File: src/rtl/mem_access_unit.sv
// rtl/mem_access_unit.sv - load/store unit: sub-word extraction, read-modify-write stores, misalignment rejection
// Word-indexed data memory interface; sub-word stores read the word first, then write the merged word.
module mem_access_unit #(
  parameter int N = 32,
  parameter int W = 32
) (
  input  logic         clk,
  input  logic         rst_n,
  input  logic         req_valid,
  output logic         req_ready,
  input  logic         req_write,
  input  logic [1:0]   req_size,
  input  logic         req_unsigned,
  input  logic [N-1:0] req_addr,
  input  logic [W-1:0] req_wdata,
  output logic         resp_valid,
  input  logic         resp_ready,
  output logic [W-1:0] resp_rdata,
  output logic         resp_misaligned,
  output logic         MemRead,
  output logic         MemWrite,
  output logic [N-1:0] address,
  output logic [W-1:0] write_data,
  input  logic [W-1:0] read_data
);

  typedef enum logic [1:0] {IDLE, RD, WR, RESP} state_e;

  state_e       state_q, state_d;
  logic         write_q, write_d;
  logic [1:0]   size_q, size_d;
  logic         uns_q, uns_d;
  logic [N-1:0] addr_q, addr_d;
  logic [W-1:0] wdata_q, wdata_d;
  logic [W-1:0] word_q, word_d;
  logic [W-1:0] rdata_q, rdata_d;
  logic         mis_q, mis_d;

  logic         misaligned;
  logic [4:0]   shamt;
  logic [W-1:0] lane_word, load_ext, lane_mask, lane_data, merged;

  always_comb begin
    case (req_size)
      2'b00:   misaligned = 1'b0;
      2'b01:   misaligned = req_addr[0];
      2'b10:   misaligned = |req_addr[1:0];
      default: misaligned = 1'b1;
    endcase
  end

  // Halfword requests are aligned here, so the byte shift also selects the halfword lane.
  assign shamt     = {addr_q[1:0], 3'b000};
  assign lane_word = read_data >> shamt;
  assign lane_mask = ((size_q == 2'b00) ? W'(8'hFF) : W'(16'hFFFF)) << shamt;
  assign lane_data = wdata_q << shamt;
  assign merged    = (word_q & ~lane_mask) | (lane_data & lane_mask);

  always_comb begin
    case (size_q)
      2'b00:   load_ext = uns_q ? {{(W-8){1'b0}}, lane_word[7:0]}
                                : {{(W-8){lane_word[7]}}, lane_word[7:0]};
      2'b01:   load_ext = uns_q ? {{(W-16){1'b0}}, lane_word[15:0]}
                                : {{(W-16){lane_word[15]}}, lane_word[15:0]};
      default: load_ext = read_data;
    endcase
  end

  always_comb begin
    state_d    = state_q;
    write_d    = write_q;
    size_d     = size_q;
    uns_d      = uns_q;
    addr_d     = addr_q;
    wdata_d    = wdata_q;
    word_d     = word_q;
    rdata_d    = rdata_q;
    mis_d      = mis_q;
    req_ready  = 1'b0;
    resp_valid = 1'b0;
    MemRead    = 1'b0;
    MemWrite   = 1'b0;
    write_data = '0;
    case (state_q)
      IDLE: begin
        req_ready = 1'b1;
        if (req_valid) begin
          write_d = req_write;
          size_d  = req_size;
          uns_d   = req_unsigned;
          addr_d  = req_addr;
          wdata_d = req_wdata;
          mis_d   = misaligned;
          rdata_d = '0;
          if (misaligned)                          state_d = RESP;
          else if (req_write && req_size == 2'b10) state_d = WR;
          else                                     state_d = RD;
        end
      end
      RD: begin
        MemRead = 1'b1;
        word_d  = read_data;
        if (write_q) begin
          state_d = WR;
        end else begin
          rdata_d = load_ext;
          state_d = RESP;
        end
      end
      WR: begin
        MemWrite   = 1'b1;
        write_data = (size_q == 2'b10) ? wdata_q : merged;
        state_d    = RESP;
      end
      default: begin
        resp_valid = 1'b1;
        if (resp_ready) state_d = IDLE;
      end
    endcase
  end

  assign address         = (MemRead || MemWrite) ? {2'b00, addr_q[N-1:2]} : '0;
  assign resp_rdata      = resp_valid ? rdata_q : '0;
  assign resp_misaligned = resp_valid & mis_q;

  always_ff @(posedge clk or negedge rst_n) begin
    if (!rst_n) begin
      state_q <= IDLE;
      write_q <= 1'b0;
      size_q  <= 2'b00;
      uns_q   <= 1'b0;
      addr_q  <= '0;
      wdata_q <= '0;
      word_q  <= '0;
      rdata_q <= '0;
      mis_q   <= 1'b0;
    end else begin
      state_q <= state_d;
      write_q <= write_d;
      size_q  <= size_d;
      uns_q   <= uns_d;
      addr_q  <= addr_d;
      wdata_q <= wdata_d;
      word_q  <= word_d;
      rdata_q <= rdata_d;
      mis_q   <= mis_d;
    end
  end

endmodule

File: config.mk
export PLATFORM = sky130hd
export DESIGN_NAME = mem_access_unit
export DESIGN_NICKNAME = d
export VERILOG_FILES = /design/src/rtl/mem_access_unit.sv
export SDC_FILE = /design/constraint.sdc
export NUM_CORES = 1
export LEC_CHECK = 0
export ABC_AREA = 1
export ABC_CLOCK_PERIOD_IN_PS = 4550
export CORE_MARGIN = 1.5
export CORE_UTILIZATION = 45
export DETAILED_ROUTE_END_ITERATION = 10
export HOLD_SLACK_MARGIN = 0.12
export PLACE_DENSITY = 0.82
export REMOVE_ABC_BUFFERS = 1
export SLEW_MARGIN = 20
export SYNTH_ARGS = -nofsm -noshare
export SYNTH_HDL_FRONTEND = slang
export SYNTH_SLANG_ARGS = --single-unit
File: constraint.sdc
create_clock -name clk -period 4.55 [get_ports clk]
set_input_delay 0.6825 -clock clk [delete_from_list [all_inputs] [get_ports clk]]
set_output_delay 0.6825 -clock clk [all_outputs]
set_load 0.1 [all_outputs]
* Yosys cells after proc, flatten, opt, wreduce, memory -nomap -nowiden
Index checks and enable logic that the tools add are counted.
Cells by class: eq/ne operators 8, shifts and indexed selects 3, multiplexer cells 22, bitwise logic cells 5, reduce and logical (&&, ||, !) cells 12
Operator list (number):
- $mux 32 | 7
- $pmux 32 s2 | 2
- $and 32x32->32 | 2
- $not 32->32 | 1
- $or 32x32->32 | 1
- $shl 16x5->32 | 1
- $shl 32x5->32 | 1
- $shr 32x5->16 | 1
- $mux 30 | 1
- $mux 16 | 1
- $mux 2 | 4
- $eq 2x1->1 const B | 3
- $eq 2x2->1 const B | 3
- $logic_not 2->1 | 3
- $pmux 2 s3 | 1
- $mux 1 | 5
- $ne 2x2->1 const B | 2
- $reduce_and 2->1 | 2
- $reduce_bool 4->1 | 1
- $pmux 1 s3 | 1
- $reduce_and 3->1 | 1
- $reduce_or 3->1 | 1
- $reduce_bool 2->1 | 1
- $reduce_or 2->1 | 1
- 3 further kinds | 3
Storage, ports and cells: flip-flop bits (word level) 135, input bits 104, output and inout port bits 101, word-level logic and storage cells 59

* Longest topological paths before layout
Gate-level depths: netlist of run 1.
depth in word-level cells 8, depth in mapped cells 10, depth with buffers taken out 9

* Worst setup path before layout of run 1
No wires, ideal clock.
path type flip-flop to output port, from register state_q[0], to output write_data[0], arrival time 3.222 ns, required time 3.868 ns, setup slack 0.646 ns, cell stages (with the launch flop) 6, path buffers 1, path through dfrtp_1 > inv_1 > ha_1 > clkbuf_1 > o21ai_0 > a21oi_1
On the way: cells in the longest elaborated chain, start to end 2
RTL lines:
- start, declared | RTL line 29 | state_e state_q, state_d;
- start signal, assigned | RTL line 138 | state_q <= state_d;
- $eq 2x2->1 | RTL line 84 | case (state_q)
- $mux 32 | RTL line 84
- end, declared | RTL line 23 | output logic [W-1:0] write_data,
Every way passes these cells.

* Worst setup path after layout of run 1
from register state_q[0], to output address[9]
On the way: cells in the longest elaborated chain, start to end 4, elaborated cells between the ends (all ways) 6, those cells by class eq/ne (2); mux (3); reduce/logical (1)
RTL lines:
- $eq 2x1->1 or $eq 2x2->1 (tied branches) | RTL line 84
- $mux 1 | RTL line 84
- $logic_or 1x1->1 * | RTL line 122 | assign address = (MemRead || MemWrite) ? {2'b00, addr_q[N-1:2]} : '0;
- $mux 30 * | RTL line 122
- end, declared | RTL line 22 | output logic [N-1:0] address,
Every way passes the cells marked *; elsewhere a longest branch is shown, timed or not.

==> flow_summary.yaml, run 1 <==
timing:
  hold_slack_ns: 0.3446
  max_slew_margin_pct: 33.37
  tns_ns: 0
  fin_skew_ns: 0.007073
  period_minus_slack_ns: 3.833
  fmax_ghz: 0.2609
  finalSetupViolCount: 0
  post-route-period-util_pct: 84.25
  finalHoldViolCount: 0
  final-max-slew-violation-count: 0
  tightestPinTransition_ns: 0.9964
  rsz0062_at_grt: "false"
critical_path:
  critPathMaxStageDelay_ns: 1.13
  reg2reg_to: "rdata_q[31]"
  crit_top_cell: "inv_1"
  crit_required_ns: 3.87
  crit_buf_inv: 3
  cp_max_fo: 31
  endpoint_kind: "output port"
  critical_path.top_delay_family: "buffers and inverters"
  reg2reg_from: "state_q[1]"
  crit_cells: 5
  cp_cell_sequence: "inv_1, ha_1, nand2_1, inv_1, clkdlybuf4s50_1"
  cp.arrival_ns: 3.15
  crit_start: "state_q[0]"
  r2r_slack_ns: 2.07
  crit_type: "reg2out"
  rr_worst_depth: 9
  critPathCapture: "address[9]"
  cp-start-kind: "register"
  slowest_stage: "clkdlybuf4s50_1"
global_routing:
  grt_max_degree: 103
  grt_util_all_layers_pct: 25.52
  grt_pass1_wl_mm: 35.78
  grt_pass1_vias: 7095
  antenna_found_initial: 0
  overflow: 0
place:
  portBuffers: 202
  dpl-instance-area_sq_um: 9569
  gp_congestion: 0.8477
  hpwl_mm: 15.43
cells_and_area:
  area_delta_synth_final_pct: 32.49
  nets: 1301
  multiInputGateArea_sq_um: 3420
  drive_gt1_share_pct: 16.09
  n_fill_cell: 1521
  fin_area_sq_um: 10130
  regArea_sq_um: 3378
  antennaDiodeCount: 0
synthesis:
  ys_seq_area_share_pct: 44.18
  synth_largest_area_cell: "dfrtp_1"
  yosys_most_used_dff: "dfrtp_1"
  yosysTopAreaCellShare_pct: 44.18
  synthTopCellsByArea: "dfrtp_1, nand2_1, mux2_2, inv_1, o21ai_0"
  synth-edff-count: 0
  synth_compound_area_share_pct: 10.96
  synth_xor_xnor_area_share_pct: 0
  synth_fa_ha_area_share_pct: 0.6545
  syn_inst: 1016
  synth_area_per_cell_sq_um: 7.527
  synth_cell_types: 33
  async_reset_ff_share_pct: 100.0
  synth_top_family_by_area: "simple AND/OR/NAND/NOR gates"
  synth_area_sq_um: 7647
  yosys-mux-area-fraction_pct: 7.952
  yosysWarnings: 0
  ys_ff_latch: 135
  synthSimpleGateAreaFrac_pct: 24.92
run:
  maxCapViolations: 0
cts:
  cts_resized: 0
  clockRootBuffer: "clkbuf_16"
  h-tree-depth: 4
  holdBufCountCts: 0
  cts_setup_buffers: 0
  clock_latency_ns: 0.42
  clock_path_buffers: 2
  numCtsBuffers: 17
  cts_tree: "yes"
  clkTransAtPathRegs_ns: 0.06
  clkSinkCount: 135
route:
  wl_mm: 22.08
  detail_route.wl_per_cell_um: 15.49
  routed-wl-met3_mm: 2.269
  wl_met1_mm: 9.103
  first_pass_iters: 5
  drc: 0
  drtAntennaViolNets: 0
  via_per_inst: 5.090
  wl_met2_mm: 10.26
  vias: 7258
  highest_layer: "met4"
  drt_iter0_markers: 664
die:
  start_util_pct: 46.11
  dieArea_sq_um: 17780
  die_w_um: 133.4
  fp-row-count: 47
  pin_count: 205
  coreArea_sq_um: 16580
  floorplan.die.height_um: 133.4
run_status:
  status: "finished, final reports clean"
hold_path:
  hp-class: "in2async"
==> how the worst min path moves through the flow <==
| stage | start | cells past startpoint | to |
|---|---|---|---|
| floorplan | rst_n | 0 | addr_q[0] |
| global placement | word_q[11] | 2 | word_q[11] |
| detailed placement | word_q[14] | 2 | word_q[14] |
| CTS | rst_n | 1 | word_q[1] |
| global route | rst_n | 1 | wdata_q[24] |
| finish | rst_n | 1 | word_q[1] |
==> routing by layer <==
layer / global-route usage, % / vias up
met3: 8.371 / 43
met5: 0 / -
met4: 9.058 / 0
met1: 32.44 / 3404
li1: - / 3488
met2: 40.90 / 323
==> placed cells by master (no fill, tap or decap), drive strengths merged <==
cell           count
o211ai             9
conb               2
nor3               2
mux2              54
a21oi             29
buf               76
clkbuf            24
ha                 4
o31ai              1
bufinv             1
nand2            339
o21bai             8
nand3             37
clkdlybuf4s50    135
clkinv             7
clkinvlp           1
dfrtp            135
inv              151
nor2              85
o21ai            106
==> logic make-up (layout without fill, tap and decap cells) <==
family	after synthesis	after routing
AOI/OAI and AO/OA	153	153
muxes	54	54
and+or+nand+nor	463	463
adders and majority gates	4	4
other	1	2
buffers and inverters	206	395
DFF	135	135
==> registers in the layout, indices dropped and copies added (netlist names) <==
| name | flops |
|---|---|
| size_q | 2 |
| mis_q | 1 |
| addr_q | 32 |
| wdata_q | 32 |
| word_q | 32 |
| write_q | 1 |
| state_q | 2 |
| uns_q | 1 |
| rdata_q | 32 |
==> Yosys cell counts (2+ instances only) <==
cell type  number
a21oi_1        28
buf_1           2
buf_2          17
buf_4           6
buf_6           4
clkbuf_1       24
dfrtp_1       135
ha_1            4
inv_1         145
inv_2           6
mux2_2         54
nand2_1       324
nand2_2        13
nand2_4         2
nand3_1        33
nand3_2         3
nor2_1         81
nor2_4          3
o211ai_1        8
o21ai_0        83
o21ai_1        22
o21bai_1        8
==> metrics by stage <==
step | setup slack, ns | util, % | std cells
2_1_floorplan | 0.4455 | - | 963
3_3_place_gp | 1.245 | 57.70 | 1394
3_5_place_dp | 1.110 | 57.70 | 1394
4_1_cts | 0.6567 | 61.10 | 1426
5_1_grt | 0.4834 | 61.10 | 1426
6_report | 0.7166 | 61.10 | 1426
==> worst register-to-register path, delay by kind of cell, from the launching register on <==
kind | cells | cell delay, ns
adder cells (fa/ha/maj) | 1 | 0.24
flip-flops | 1 | 0.41
AO/OA/AOI/OAI | 1 | 0.24
buffers and inverters | 4 | 1.27
AND/OR/NAND/NOR | 3 | 0.21
==> layout make-up <==
| class | count | area share, % |
|---|---|---|
| Clock buffer | 24 | 4.853 |
| Clock inverter | 8 | 0.7039 |
| Inverter | 152 | 5.631 |
| Multi-Input combinational cell | 676 | 33.75 |
| Sequential cell | 135 | 33.34 |
| Tap cell | 220 | 2.717 |
| Timing Repair Buffer | 211 | 19.00 |
Power of run 1 is not shown: default switching activity piles up to over one toggle a cycle in this logic, so the estimate is an artifact.
==> run 2: changes to the inputs <==
--- a/config.mk
+++ b/config.mk
@@ -6,12 +6,12 @@
 export NUM_CORES = 1
 export LEC_CHECK = 0
 export ABC_AREA = 1
-export ABC_CLOCK_PERIOD_IN_PS = 4550
+export ABC_CLOCK_PERIOD_IN_PS = 3400
 export CORE_MARGIN = 1.5
 export CORE_UTILIZATION = 45
 export DETAILED_ROUTE_END_ITERATION = 10
 export HOLD_SLACK_MARGIN = 0.12
-export PLACE_DENSITY = 0.82
+export PLACE_DENSITY = 0.85
 export REMOVE_ABC_BUFFERS = 1
 export SLEW_MARGIN = 20
 export SYNTH_ARGS = -nofsm -noshare
==> constraint.sdc (replaced) <==
create_clock -name clk -period 3.4 [get_ports clk]
set_input_delay 0.51 -clock clk [delete_from_list [all_inputs] [get_ports clk]]
set_output_delay 0.51 -clock clk [all_outputs]
set_load 0.1 [all_outputs]
==> run 2 against run 1 <==
  * Highest routed layer unchanged
  * Critical path depth grew 4
  * Largest cell class unchanged
  * Routed wire length grew 0.20%
  * Clock skew is essentially flat
==> flow_summary.yaml, run 2 (synthesis gave the netlist of run 1 again) <==
cells_and_area:
  area_delta_synth_final_pct: 37.58
  n_fill_cell: 1381
  regArea_sq_um: 3378
  multiInputGateArea_sq_um: 3422
  antennaDiodeCount: 0
  nets: 1305
  fin_util_pct: 63.44
  layout_common_cells: "nand2_1, inv_1, dfrtp_1, clkdlybuf4s50_1, o21ai_0"
  drive_gt1_share_pct: 19.04
  layout_commonest_cell: "nand2_1"
critical_path:
  crit_top_cell: "nor2_1"
  r2r_slack_ns: 1.09
  crit_buf_inv: 3
  critPathCapture: "write_data[22]"
  crit_type: "reg2out"
  cp-start-kind: "register"
  critPathMaxStageDelay_ns: 0.76
  endpoint_kind: "output port"
  slowest_stage: "dfrtp_1"
  critical_path.top_delay_family: "flip-flops"
  rr_worst_depth: 10
  crit_cells: 9
  reg2reg_to: "rdata_q[17]"
  cp_cell_sequence: "inv_2, buf_4, nor2_8, nand2_1, o211ai_1, nor2_1, nor2_1, nor2_1, buf_12"
  crit_start: "addr_q[0]"
  reg2reg_from: "addr_q[0]"
  cp_max_fo: 25
  crit_required_ns: 2.89
  cp.arrival_ns: 2.67
timing:
  finalSetupViolCount: 0
  tightestPinTransition_ns: 0.9967
  max_slew_margin_pct: 33.55
  period_minus_slack_ns: 3.181
  rsz0062_at_grt: "false"
  post-route-period-util_pct: 93.56
  hold_slack_ns: 0.4731
  fin_skew_ns: 0.007296
  fmax_ghz: 0.3144
  finalHoldViolCount: 0
  final-max-slew-violation-count: 0
global_routing:
  grt_pass1_vias: 7283
  overflow: 0
  grt_util_all_layers_pct: 25.94
  grt_max_degree: 85
  grt_pass1_wl_mm: 36.31
  antenna_found_initial: 0
cts:
  clkSinkCount: 135
  cts_tree: "yes"
  clockRootBuffer: "clkbuf_16"
  h-tree-depth: 4
  clock_latency_ns: 0.42
  clock_path_buffers: 2
  numCtsBuffers: 17
  clkTransAtPathRegs_ns: 0.06
die:
  coreArea_sq_um: 16580
  die_w_um: 133.4
  fp-row-count: 47
  pin_count: 205
  start_util_pct: 46.11
  floorplan.die.height_um: 133.4
  dieArea_sq_um: 17780
route:
  wl_mm: 22.13
  drt_iter0_markers: 507
  via_per_inst: 5.080
  drtAntennaViolNets: 0
  drc: 0
  detail_route.wl_per_cell_um: 15.50
  vias: 7254
  first_pass_iters: 5
run_status:
  status: "finished, final reports clean"
place:
  gp_congestion: 0.8670
  hpwl_mm: 15.96
  portBuffers: 202
run:
  maxCapViolations: 0
hold_path:
  hp-class: "reg2reg"
## run 2: changes by cell type in the layout (fill, tap and decap cells not counted), sizes merged
cell | previous run | this run
clkinv | 7 | 6
dlygate4sd3 | 0 | 1
buf | 76 | 112
bufinv | 1 | 3
clkdlybuf4s50 | 135 | 102
clkbuf | 24 | 21
## run 2: final cells by class
type / count / share of cell area, %
Clock buffer: 21 / 4.376
Clock inverter: 9 / 1.201
Inverter: 152 / 5.423
Multi-Input combinational cell: 676 / 32.52
Sequential cell: 135 / 32.11
Tap cell: 220 / 2.616
Timing Repair Buffer: 215 / 21.75
## run 2: how the worst min path moves through the flow
stage / start / endpoint / slack [ns] / depth (start not counted)
floorplan: rst_n / addr_q[0] / 0.21 / 0
global placement: word_q[15] / word_q[15] / 0.46 / 2
detailed placement: rdata_q[28] / rdata_q[28] / 0.46 / 2
CTS: word_q[11] / word_q[11] / 0.47 / 2
global route: rdata_q[4] / rdata_q[4] / 0.50 / 2
finish: word_q[15] / word_q[15] / 0.47 / 2
## run 2: worst reg2reg max path: cells and delay by family, from the launching register on
family / cells / cell delay (ns)
flip-flops: 1 / 0.76
AND/OR/NAND/NOR: 8 / 0.91
buffers and inverters: 2 / 0.53
## run 2: per-layer routing
layer / GRT usage (%) / share of wire, % / routed length [um]
met1: 32.25 / 41 / 9048
met2: 43.12 / 48 / 10620
met3: 7.420 / 8.9 / 1971
met4: 9.481 / 2.2 / 486
met5: 0 / 0 / 0
## run 2: repair_timing
item                       4_1_cts  5_1_grt
gates resized for setup          0        0
setup buffers                    0        0
hold buffers                     1        0
hold endpoints to repair        48        0
setup endpoints to repair        0        0
## run 2: stage by stage
step | worst slack, ns | instance area [sq um] | instances | TNS, ns
floorplan | -0.5320 | 7358 | 963 | -38.56
finish | 0.2188 | 10520 | 1428 | 0
global placement | 0.7102 | 9922 | 1397 | 0
global route | 0.1013 | 10520 | 1428 | 0
CTS | 0.2565 | 10520 | 1428 | 0
detailed placement | 0.7480 | 9925 | 1397 | 0
Power of run 2 is left out for the same reason.
==> run 3: changes to the inputs <==
--- a/config.mk
+++ b/config.mk
@@ -7,6 +7,8 @@
 export LEC_CHECK = 0
 export ABC_AREA = 1
 export ABC_CLOCK_PERIOD_IN_PS = 3400
+export CAP_MARGIN = 10
+export CORE_ASPECT_RATIO = 0.7
 export CORE_MARGIN = 1.5
 export CORE_UTILIZATION = 45
 export DETAILED_ROUTE_END_ITERATION = 10
==> run 3 against run 2 <==
  * Via count is 2.1% higher
  * Die area hardly changed
  * Fmax is 0.14% lower
  * Design area is 0.86% higher
  * Core utilization is 1.1 points higher
  * Routed wire length is 5.3% higher
  * Worst hold slack better by 0.0084 ns
  * Register-to-register slack better by 0.17 ns
  * First-iteration DRC count is 7.5% higher
  * Critical path type unchanged
  * Largest cell class unchanged
  * Highest routed layer unchanged
==> flow_summary.yaml, run 3 (synthesis gave the netlist of run 1 again) <==
critical_path:
  cp_max_fo: 19
  critical_path.top_delay_family: "buffers and inverters"
  crit_type: "reg2out"
  cp.arrival_ns: 2.68
  cp_cell_sequence: "inv_2, nand2_4, nand2_1, inv_2, o21ai_0, a21oi_1, buf_12"
  rr_worst_depth: 5
  endpoint_kind: "output port"
  crit_cells: 7
  crit_buf_inv: 3
  crit_required_ns: 2.89
  cp-start-kind: "register"
  crit_top_cell: "inv_2"
  slowest_stage: "dfrtp_1"
  critPathMaxStageDelay_ns: 0.70
place:
  gp_congestion: 0.8928
  portBuffers: 202
  pre_cts_ws_ns: 0.7245
  dpl-instance-area_sq_um: 9946
  hpwl_mm: 16.87
cts:
  cts_tree: "yes"
  clkSinkCount: 135
  clock_path_buffers: 2
  cts_resized: 0
  clkTransAtPathRegs_ns: 0.06
  clock_latency_ns: 0.42
  numCtsBuffers: 17
  holdBufCountCts: 1
  cts_setup_buffers: 0
  clockRootBuffer: "clkbuf_16"
  h-tree-depth: 4
timing:
  max_slew_margin_pct: 36.72
  post-route-period-util_pct: 93.69
  final-max-slew-violation-count: 0
  finalHoldViolCount: 0
  setup_slack_ns: 0.2144
  fin_skew_ns: 0.008481
  period_minus_slack_ns: 3.186
  rsz0062_at_grt: "false"
  tightestPinTransition_ns: 0.9492
  fmax_ghz: 0.3139
  hold_slack_ns: 0.4815
  finalSetupViolCount: 0
cells_and_area:
  fin_area_sq_um: 10610
  antennaDiodeCount: 0
  nets: 1309
  drive_gt1_share_pct: 19.44
  area_delta_synth_final_pct: 38.76
  layout_common_cells: "nand2_1, inv_1, dfrtp_1, clkdlybuf4s50_1"
  layout_commonest_cell: "nand2_1"
die:
  fp-row-count: 39
  start_util_pct: 46.50
  coreArea_sq_um: 16440
  pin_count: 205
  dieArea_sq_um: 17800
  die_w_um: 158.8
  floorplan.die.height_um: 112.1
global_routing:
  grt_max_degree: 75
  overflow: 0
  grt_util_all_layers_pct: 26.71
  grt_pass1_wl_mm: 37.79
  grt_pass1_vias: 7390
  antenna_found_initial: 0
hold_path:
  hp-class: "reg2reg"
  whs_path_depth: 2
route:
  first_pass_iters: 7
  drc: 0
  detail_route.wl_per_cell_um: 16.19
  drtAntennaViolNets: 0
  via_per_inst: 5.148
  drt_iter0_markers: 545
  vias: 7408
  wl_mm: 23.30
run_status:
  status: "finished, final reports clean"
run:
  maxCapViolations: 0
-- run 3: metal layers --
layer	track usage, %	vias to the layer above	wire length (um)
li1	-	3504	-
met1	33.82	3494	9828
met2	43.10	357	10620
met3	8.315	53	2329
met4	10.22	0	519
met5	0	-	0
-- run 3: worst register-to-register path, stage by stage (launching register included) --
cell and delay [ns]:
dfrtp_1 0.42, inv_1 0.10, ha_1 0.31, nand2_4 0.53
buf_4 0.41, o21ai_0 0.25
-- run 3: stage by stage --
stage / cells / util [%] / setup TNS, ns
2_1_floorplan: 963 / - / -38.56
3_3_place_gp: 1406 / 60.48 / 0
3_5_place_dp: 1406 / 60.48 / 0
4_1_cts: 1439 / 64.53 / 0
5_1_grt: 1439 / 64.53 / 0
6_report: 1439 / 64.53 / 0
-- run 3: path summary, 6_finish.rpt --
kind,from,end,slack [ns]
min reg2reg,rdata_q[13],rdata_q[13],0.48
max in group asynchronous,rst_n,rdata_q[12],1.93
min in group asynchronous,rst_n,wdata_q[26],0.66
min,rdata_q[13],rdata_q[13],0.48
max reg2reg,state_q[1],addr_q[0],1.26
max,addr_q[0],write_data[3],0.21
-- run 3: area by class of cell --
class | count | area [sq um]
sequential | 135 | 3378
multi-input combinational | 676 | 3420
fill | 1349 | 5833
clock inverter | 12 | 198.9
tap | 225 | 281.5
inverter | 152 | 570.5
timing repair buffer | 219 | 2306
clock buffer | 20 | 456.7
Power of run 3 is left out for the same reason.
